**src/rtl/pic_window_ctrl_if.sv**
```systemverilog
// pic_window_ctrl_if: picture-origin update handshake.
//   cfg_valid  - master offers a new origin (cfg_x, cfg_y)
//   cfg_x/y    - proposed picture origin, 11 bits each
//   cfg_ready  - slave can accept (its one-entry pending buffer is empty)
// A transfer happens on any rising clock edge where cfg_valid && cfg_ready.
interface pic_window_ctrl_if;
    logic        cfg_valid;
    logic [10:0] cfg_x;
    logic [10:0] cfg_y;
    logic        cfg_ready;

    modport master (output cfg_valid, cfg_x, cfg_y, input cfg_ready);
    modport slave  (input cfg_valid, cfg_x, cfg_y, output cfg_ready);
endinterface

```
**src/rtl/pic_window_ctrl.sv**
```systemverilog
// pic_window_ctrl: places a PIC_W x PIC_H picture on the LCD raster, issues
// row-major ROM reads for the pixels inside the picture and flags which
// processed pixels (LAT cycles later) belong to the picture.
//   sys_clk, rst     - clock and synchronous active-high reset
//   enable           - run enable; low forces IDLE and flushes the valid pipe
//   frame_start      - one-cycle pulse at the start of each LCD frame
//   de, screen_x/y   - raster data-enable and coordinates
//   cfg              - origin update handshake (slave side)
//   rom_en, rom_addr - ROM read strobe and word address
//   win_valid        - datapath output pixel belongs to the picture
//   frame_cnt        - frames scanned since reset, wraps 255->0
module pic_window_ctrl #(
    parameter int PIC_W = 355,
    parameter int PIC_H = 200,
    parameter int LAT   = 3
) (
    input  logic             sys_clk,
    input  logic             rst,
    input  logic             enable,
    input  logic             frame_start,
    input  logic             de,
    input  logic [10:0]      screen_x,
    input  logic [10:0]      screen_y,
    pic_window_ctrl_if.slave cfg,
    output logic             rom_en,
    output logic [16:0]      rom_addr,
    output logic             win_valid,
    output logic [7:0]       frame_cnt
);
    localparam logic [16:0] ADDR_MAX = 17'(PIC_W * PIC_H - 1);
    localparam logic [11:0] W_M1     = 12'(PIC_W - 1);
    localparam logic [11:0] H_M1     = 12'(PIC_H - 1);

    typedef enum logic [1:0] {
        IDLE = 2'd0,
        ARM  = 2'd1,
        SCAN = 2'd2
    } state_t;

    state_t         state, state_nxt;
    logic [10:0]    org_x, org_y;
    logic [10:0]    pend_x, pend_y;
    logic           pend_full;
    logic           cfg_xfer;
    logic           frame_clr, frame_inc;
    logic           in_win;
    logic [11:0]    x_end, y_end;
    logic [16:0]    addr_cnt, cnt_base;
    logic [LAT-1:0] pipe;

    assign cfg.cfg_ready = ~pend_full;
    assign cfg_xfer      = cfg.cfg_valid & ~pend_full;

    // ---------------- state machine ----------------
    always_ff @(posedge sys_clk) begin
        if (rst) state <= IDLE;
        else     state <= state_nxt;
    end

    always_comb begin
        // NOTE: default assigned first so every path drives state_nxt; no latch.
        state_nxt = state;
        case (state)
            IDLE:    if (enable) state_nxt = ARM;
            ARM:     if (frame_start) state_nxt = SCAN;
            SCAN:    state_nxt = SCAN;
            default: state_nxt = IDLE;
        endcase
        if (!enable) state_nxt = IDLE;
    end

    // ---------------- window decode ----------------
    // 12-bit ends: an origin near 2047 produces an end beyond the raster's
    // reach, so the window clips at the screen edge instead of wrapping to 0.
    assign x_end = {1'b0, org_x} + W_M1;
    assign y_end = {1'b0, org_y} + H_M1;

    assign in_win = enable && (state == SCAN) && de &&
                    (screen_x >= org_x) && ({1'b0, screen_x} <= x_end) &&
                    (screen_y >= org_y) && ({1'b0, screen_y} <= y_end);

    // frame_start in IDLE only moves the origin; it neither restarts nor counts.
    assign frame_clr = enable && frame_start && (state != IDLE);
    assign frame_inc = enable && frame_start && (state == SCAN);
    assign cnt_base  = frame_clr ? 17'd0 : addr_cnt;

    // ---------------- datapath registers ----------------
    always_ff @(posedge sys_clk) begin
        if (rst) begin
            rom_en    <= 1'b0;
            rom_addr  <= 17'd0;
            addr_cnt  <= 17'd0;
            pipe      <= '0;
            frame_cnt <= 8'd0;
            org_x     <= 11'd0;
            org_y     <= 11'd0;
            pend_x    <= 11'd0;
            pend_y    <= 11'd0;
            pend_full <= 1'b0;
        end else begin
            // NOTE: non-blocking assignments so every register samples pre-edge values.
            rom_en <= in_win;
            if (in_win) begin
                rom_addr <= cnt_base;
                addr_cnt <= (cnt_base == ADDR_MAX) ? cnt_base : cnt_base + 17'd1;
            end else begin
                addr_cnt <= cnt_base;
            end

            if (!enable) begin
                pipe <= '0;
            end else begin
                pipe[0] <= rom_en;
                for (int i = 1; i < LAT; i++) pipe[i] <= pipe[i-1];
            end

            if (frame_inc) frame_cnt <= frame_cnt + 8'd1;

            // A buffered origin takes effect at frame_start. With the buffer empty,
            // an update accepted on the frame_start edge goes straight to active.
            if (frame_start) begin
                if (pend_full) begin
                    org_x     <= pend_x;
                    org_y     <= pend_y;
                    pend_full <= 1'b0;
                end else if (cfg_xfer) begin
                    org_x <= cfg.cfg_x;
                    org_y <= cfg.cfg_y;
                end
            end else if (cfg_xfer) begin
                pend_x    <= cfg.cfg_x;
                pend_y    <= cfg.cfg_y;
                pend_full <= 1'b1;
            end
        end
    end

    assign win_valid = pipe[LAT-1];
endmodule

```
**src/flat_wrapper.sv**
```systemverilog
// flat-port wrapper written by rule: the top's interface ports become plain ports
module pic_window_ctrl_flat 
#(
    parameter int PIC_W = 355,
    parameter int PIC_H = 200,
    parameter int LAT   = 3
)
  (sys_clk, rst, enable, frame_start, de, screen_x, screen_y, rom_en, rom_addr, win_valid, frame_cnt, cfg_cfg_valid, cfg_cfg_x, cfg_cfg_y, cfg_cfg_ready);
  pic_window_ctrl_if cfg_i ();
  input  logic sys_clk;
  input  logic rst;
  input  logic enable;
  input  logic frame_start;
  input  logic de;
  input  logic [10:0] screen_x;
  input  logic [10:0] screen_y;
  output logic rom_en;
  output logic [16:0] rom_addr;
  output logic win_valid;
  output logic [7:0] frame_cnt;
  input wire logic [$bits(cfg_i.cfg_valid)-1:0] cfg_cfg_valid;
  input wire logic [$bits(cfg_i.cfg_x)-1:0] cfg_cfg_x;
  input wire logic [$bits(cfg_i.cfg_y)-1:0] cfg_cfg_y;
  output wire logic [$bits(cfg_i.cfg_ready)-1:0] cfg_cfg_ready;
  assign cfg_i.cfg_valid = cfg_cfg_valid;
  assign cfg_i.cfg_x = cfg_cfg_x;
  assign cfg_i.cfg_y = cfg_cfg_y;
  assign cfg_cfg_ready = cfg_i.cfg_ready;
  pic_window_ctrl #(.PIC_W(PIC_W), .PIC_H(PIC_H), .LAT(LAT)) u_core (.sys_clk(sys_clk), .rst(rst), .enable(enable), .frame_start(frame_start), .de(de), .screen_x(screen_x), .screen_y(screen_y), .cfg(cfg_i), .rom_en(rom_en), .rom_addr(rom_addr), .win_valid(win_valid), .frame_cnt(frame_cnt));
endmodule
```
**config.mk**
```make
export PLATFORM = sky130hd
export DESIGN_NAME = pic_window_ctrl_flat
export DESIGN_NICKNAME = d
export VERILOG_FILES = /design/src/rtl/pic_window_ctrl_if.sv /design/src/rtl/pic_window_ctrl.sv /design/src/flat_wrapper.sv
export SDC_FILE = /design/constraint.sdc
export NUM_CORES = 1
export LEC_CHECK = 0
export ABC_AREA = 0
export CAP_MARGIN = 20
export CORE_UTILIZATION = 25
export CTS_CLUSTER_DIAMETER = 60
export DETAILED_ROUTE_END_ITERATION = 6
export SLEW_MARGIN = 20
export SYNTH_ARGS = -nofsm -noshare
export SYNTH_HDL_FRONTEND = slang
export SYNTH_SLANG_ARGS = --single-unit
```
**constraint.sdc**
```tcl
create_clock -name sys_clk -period 3.22 [get_ports sys_clk]
set_input_delay 0.644 -clock sys_clk [delete_from_list [all_inputs] [get_ports sys_clk]]
set_output_delay 0.644 -clock sys_clk [all_outputs]
set_load 0.01 [all_outputs]
```
After elaboration in Yosys (flattened, before gate mapping) --
Index checks and enable logic that the tools add are counted.
Word-level totals: register bits 93, word-level logic and storage cells 52, bits of input ports 50, output and inout port bits 28
Cells by class: mux-type cells 9, magnitude comparators 4, add/sub/neg operators 4, reductions and logical operators 16, equal/unequal tests 4, bitwise gates (word level) 4
Operators with widths (count):
- $mux W17 | 3
- $mux W11 | 4
- $le A11 B12 Y1 | 2
- $ge A11 B11 Y1 | 2
- $add A17 B1 Y17 const B | 1
- $eq A17 B17 Y1 const B | 1
- $add A11 B8 Y12 const B | 1
- $add A11 B9 Y12 const B | 1
- $logic_and A1 B1 Y1 | 9
- $add A8 B1 Y8 const B | 1
- $pmux W2 S3 | 1
- $reduce_and A2 Y1 | 2
- $reduce_bool A2 Y1 | 2
- $reduce_or A2 Y1 | 2
- $not A1 Y1 | 3
- $eq A2 B1 Y1 const B | 1
- $eq A2 B2 Y1 const B | 1
- $logic_not A2 Y1 | 1
- $mux W2 | 1
- $ne A2 B2 Y1 const B | 1
- $and A1 B1 Y1 | 1

Logic depth before layout (Yosys ltp) --
depth in word-level cells 8, mapped depth 17, depth with buffers taken out 15

Worst setup path after synthesis --
OpenSTA, ideal clock, no wires.
path type reg-to-reg, start point reg u_core.org_x[1], end point reg u_core.addr_cnt[15], arrival 3.224 ns, cell stages (with the launch flop) 16, path buffers 0, required time 3.150 ns, setup time 0.070 ns, setup slack -0.074 ns, period minus slack after synthesis 3.294 ns, cells stage by stage dfxtp_1 inv_1 nor3_1 a21oi_1 and2_1 nand2b_1 a21oi_1 xnor2_1 ha_1 nand3_1 or4_1 o31ai_1 a31o_2 nand4b_2 or4_1 a21oi_1
Between the ends: word-level cells in the longest chain between the ends 6, elaborated cells between the ends (all ways) 8, classes of those cells 1 x add/sub; 2 x order compare; 1 x mux; 4 x reduce/logical
RTL lines:
- start: declaration | RTL line pic_window_ctrl.sv:41 | logic [10:0] org_x, org_y;
- start signal: assignment | RTL line pic_window_ctrl.sv:123 | org_x <= pend_x;
- start signal: assignment | RTL line pic_window_ctrl.sv:127 | org_x <= cfg.cfg_x;
- $add A11 B9 Y12 or $ge A11 B11 Y1 (tied branches) | RTL line pic_window_ctrl.sv:75, pic_window_ctrl.sv:79
- $le A11 B12 Y1 or $logic_and A1 B1 Y1 (tied branches) | RTL line pic_window_ctrl.sv:79, pic_window_ctrl.sv:78
- $logic_and A1 B1 Y1 (*) (2 in series) | RTL line pic_window_ctrl.sv:79 | (screen_x >= org_x) && ({1'b0, screen_x} <= x_end) &&
- $logic_and A1 B1 Y1 (*) | RTL line pic_window_ctrl.sv:80 | (screen_y >= org_y) && ({1'b0, screen_y} <= y_end);
- $mux W17 (*) | RTL line pic_window_ctrl.sv:103 | if (in_win) begin
- end signal: assignment | RTL line pic_window_ctrl.sv:105 | addr_cnt <= (cnt_base == ADDR_MAX) ? cnt_base : cnt_base + 17'd1;
- end signal: assignment | RTL line pic_window_ctrl.sv:107 | addr_cnt <= cnt_base;
- end: declaration | RTL line pic_window_ctrl.sv:48 | logic [16:0] addr_cnt, cnt_base;
Mark *: on every way between the ends. The rest lies on a longest branch, timed or not. A chain may end at the register's enable or synchronous reset.

Final worst setup path --
start point reg u_core.org_x[3], end point reg u_core.addr_cnt[15]
The elaborated chain is that of the path after synthesis.

==> results by group <==
Run status
  – Status: finished, violations left
  – Failing checks: setup timing

Drt
  – Routed vias: 4569
  – Starting DRC count in detailed routing: 214
  – Routed vias/inst: 4.56
  – DRC: 0
  – Wirelength, routed: 13200 µm
  – DR pass1 iterations: 4
  – DR WL/cell: 13.2 µm
  – Routed Antenna Nets: 0

Global routing
  – Total global routing overflow: 0
  – Overall routing resource usage: 12.7%
  – First-pass GRT wire length: 22000 µm
  – Number of global-route vias before repair: 4487
  – Initial antenna violation count: 0
  – Largest net degree at the start of global routing: 63

Setup path
  – RR Endpoint: u_core.addr_cnt[15]$_SDFF_PP0_
  – CP peak stage delay: 0.55 ns
  – Critical-path cell list: inv_2 -> nor3_4 -> a21oi_2 -> and2_4 -> nand2b_4 -> a21oi_2 -> xnor2_1 -> ha_1 -> nand3_2 -> or4_4 -> o31ai_4 -> a31o_4 -> buf_12 -> nand4b_4 -> or4_1 -> a21oi_1
  – Crit-path max FO: 3
  – Worst path most repeated cell: a21oi_2
  – Startpoint Class: flip-flop
  – R2r worst-path depth: 16
  – Slowest-stage cell, CP: or4_4
  – Setup Crit Path Kind: reg2reg
  – Arr. time, crit path: 3.51 ns
  – WP data required: 3.49 ns
  – RR Startpoint: u_core.org_x[3]$_SDFFE_PP0P_
  – Critical path origin: u_core.org_x[3]$_SDFFE_PP0P_
  – CP endpoint: u_core.addr_cnt[15]$_SDFF_PP0_
  – CP endpoint kind: flip-flop
  – R2r setup slk: -0.01 ns

Finish
  – Register Area: 0.00187 mm²
  – Fill cell count: 2079
  – Layout cell share with drive strength beyond 1: 13.8%
  – Area growth, synth to finish: 37.6%
  – Area of the multi-input gates: 0.00323 mm²
  – N_diodes: 0
  – Final Net Count: 827

Min path
  – Worst Hold Class: reg2reg
  – Hold depth: 1

STA
  – Final Skew: 0.0111 ns
  – Final critical-path required period: 3.23 ns
  – Final period utilization: 100%
  – Worst-margin pin slew: 0.741 ns
  – RSZ-0062 raised after global routing: true
  – Setup TNS: -0.0174 ns
  – PnR worst setup slack: -0.0134 ns
  – F_max: 0.309 GHz
  – Slew Viols, Final: 0
  – Setup Viol. Count Final: 3
  – Final hold vios: 0
  – Relative slew slack: 50.5%
  – Fin Hold WS: 0.421 ns

Pwr
  – Switching share of power: 26.0%
  – LEAKAGE: 0.00273 µW
  – Flop pwr share: 42.0%
  – Power share of the clock group: 39.6%
  – Logic pwr share: 18.5%
  – Worst vdd ir: 0.231 mV
  – Tot Pwr: 2890 µW
  – Power Density: 404 mW/mm²
  – P_int: 2140 µW
  – Net Sw Power: 751 µW

Yosys
  – Post-synth top flop: dfxtp_1
  – Largest family of logic cells by synthesized area: simple AND/OR/NAND/NOR gates
  – Cell Area, Synth: 0.00520 mm²
  – Sequential area share after synthesis: 35.8%
  – Post-synthesis compound-gate area fraction: 16.2%
  – Yosys top cell area share: 35.8%
  – Register bit count reported by yosys: 93
  – Largest cells by area after synthesis: dfxtp_1 36%, ha_1 12%, mux2i_1 6.2%, nand2_1 5.8%, a21oi_1 3.8%
  – Post-Syn Nets: 715
  – Distinct cells, synth: 54
  – Yosys warns: 0
  – Synth Area in XOR/XNOR: 3.87%
  – Mapped Cells: 615
  – Synth Area in Simple Gates: 21.5%
  – Post-synth EDFFs: 0
  – Syn_area_per_cell: 8.46 µm²
  – Post-synthesis mux area share: 6.16%
  – Post-synth ARST share: 0%
  – Synth Area in Adders: 12.0%
  – Area leader, netlist: dfxtp_1

Placement
  – Final HPWL DP: 9850 µm
  – Port bufs: 77
  – Placer Congestion: 0.834
  – Dpl ws: -0.212 ns

CTS
  – CTS tree: done
  – Clock sink count: 93
  – Reg clk slew, reported paths: 0.07 ns
  – Clock buffer depth: 2
  – Htree depth: 3
  – Total CTS buffers: 9
  – Root Buffer: clkbuf_16
  – Skew-Pair Late Insertion Delay: 0.34 ns

Floorplanning
  – Die extent in x: 146 µm
  – Rows: 52
  – Initial core utilization: 25.6%
  – I/O Pins: 78
  – Full die area: 0.0214 mm²
  – Die Y: 146 µm
  – Core Area: 0.0203 mm²

Flow run
  – # Max-Cap Violations: 0
power groups by stage:
| stage | Combinational [µW] | Clock, µW | Sequential [µW] |
|---|---|---|---|
| 2_1_floorplan | 299 | 0 | 1230 |
| 3_3_place_gp | 488 | 0 | 1240 |
| 3_5_place_dp | 492 | 0 | 1240 |
| 4_1_cts | 529 | 1160 | 1210 |
| 5_1_grt | 601 | 1220 | 1220 |
| 6_report | 535 | 1140 | 1210 |
kinds of logic after synthesis:
| logic type | count (synthesis) |
|---|---|
| xor+xnor | 23 |
| buf+inv | 59 |
| fa+ha+maj | 50 |
| simple gates | 232 |
| mux | 32 |
| flops | 93 |
| compound gates | 126 |
synthesized netlist by cell type, types with 7 or more instances:
master	number
a21oi_1	40
inv_1	29
nor2_1	52
o31ai_1	9
nand2_1	80
nand3_1	32
a211oi_1	24
ha_1	50
and2_1	8
and3_1	9
o21ai_0	22
xnor2_1	18
o21a_1	10
clkbuf_1	23
nand4_1	7
nor3_1	9
mux2i_1	32
dfxtp_1	93
layer usage:
layer | up-vias | GRT usage [%] | part of all wire (%)
met5 | - | 0 | 0
met3 | 17 | 2.34 | 3.5
met2 | 80 | 20.3 | 45
met1 | 2061 | 17.0 | 50
li1 | 2411 | - | -
met4 | 0 | 4.17 | 1.6
repair_timing:
item | 4_1_cts | 5_1_grt
buffers inserted | 9 | 1
hold buffers | 0 | 0
resized for setup | 18 | 27
endpoints found under the setup margin | 28 | 34
cloned | 1 | 1
endpoints found under the hold margin | 0 | 0
pin swaps | 26 | 5
through the flow:
stage | util, % | std cells | cell area, µm²
6_report | 35.2 | 1001 | 7150
3_5_place_dp | 32.2 | 974 | 6530
5_1_grt | 35.2 | 1001 | 7150
3_3_place_gp | 32.2 | 974 | 6530
2_1_floorplan | - | 615 | 5210
4_1_cts | 34.7 | 999 | 7040
layout by cell type (no fill, tap or decap), types with 3 or more instances in the layout:
| master | netlist | layout |
|---|---|---|
| dfxtp_1 | 93 | 90 |
| nand2_1 | 80 | 80 |
| clkdlybuf4s50_1 | 0 | 76 |
| nor2_1 | 52 | 51 |
| ha_1 | 50 | 50 |
| buf_4 | 1 | 42 |
| a21oi_1 | 40 | 37 |
| mux2i_1 | 32 | 32 |
| nand3_1 | 32 | 30 |
| inv_1 | 29 | 27 |
| a211oi_1 | 24 | 24 |
| xnor2_1 | 18 | 18 |
| o21ai_1 | 1 | 12 |
| o21ai_0 | 22 | 11 |
| o21a_1 | 10 | 10 |
| clkbuf_16 | 0 | 10 |
| and3_1 | 9 | 9 |
| nor3_1 | 9 | 8 |
| and2_1 | 8 | 7 |
| nand4_1 | 7 | 7 |
| o31ai_1 | 9 | 6 |
| xor2_1 | 5 | 5 |
| or3_1 | 4 | 4 |
| nor2b_1 | 5 | 4 |
| a21o_1 | 4 | 4 |
| or4_1 | 5 | 4 |
| buf_6 | 0 | 4 |
| buf_12 | 0 | 4 |
| o21bai_1 | 3 | 3 |
| nand2b_1 | 4 | 3 |
| a21oi_2 | 0 | 3 |
| inv_6 | 0 | 3 |
| dfxtp_2 | 0 | 3 |
sequential cells by signal, summed over array words and instances, names as in the netlist:
name,count
u_core.rom_en,1
u_core.addr_cnt,17
u_core.state,2
u_core.org_x,11
u_core.pend_y,11
u_core.frame_cnt,8
u_core.org_y,11
u_core.rom_addr,17
u_core.pend_x,11
u_core.pend_full,1
u_core.pipe,3
area by class of cell:
type | count | share of cell area [%]
multi-input combinational | 463 | 45.2
sequential | 93 | 26.1
clock inverter | 6 | 1.31
timing repair buffer | 131 | 18.0
tap | 270 | 4.72
clock buffer | 9 | 3.15
inverter | 29 | 1.52
worst max-delay path: cells and delay by family, from the launching register on:
kind | cells | cell delay (ns)
compound gates | 5 | 0.61
xor+xnor | 1 | 0.09
fa+ha+maj | 1 | 0.30
buf+inv | 2 | 0.16
flops | 1 | 0.34
simple gates | 7 | 1.65
worst min path at each step:
stage                                          from                   endpoint
after floorplan           u_core.pipe[0]$_SDFF_PP0_  u_core.pipe[1]$_SDFF_PP0_
after global placement    u_core.pipe[0]$_SDFF_PP0_  u_core.pipe[1]$_SDFF_PP0_
after detailed placement  u_core.pipe[1]$_SDFF_PP0_  u_core.pipe[2]$_SDFF_PP0_
after CTS                 u_core.pipe[1]$_SDFF_PP0_  u_core.pipe[2]$_SDFF_PP0_
after global routing      u_core.pipe[1]$_SDFF_PP0_  u_core.pipe[2]$_SDFF_PP0_
final                     u_core.pipe[1]$_SDFF_PP0_  u_core.pipe[2]$_SDFF_PP0_
Power figures use the tool's default switching activity.
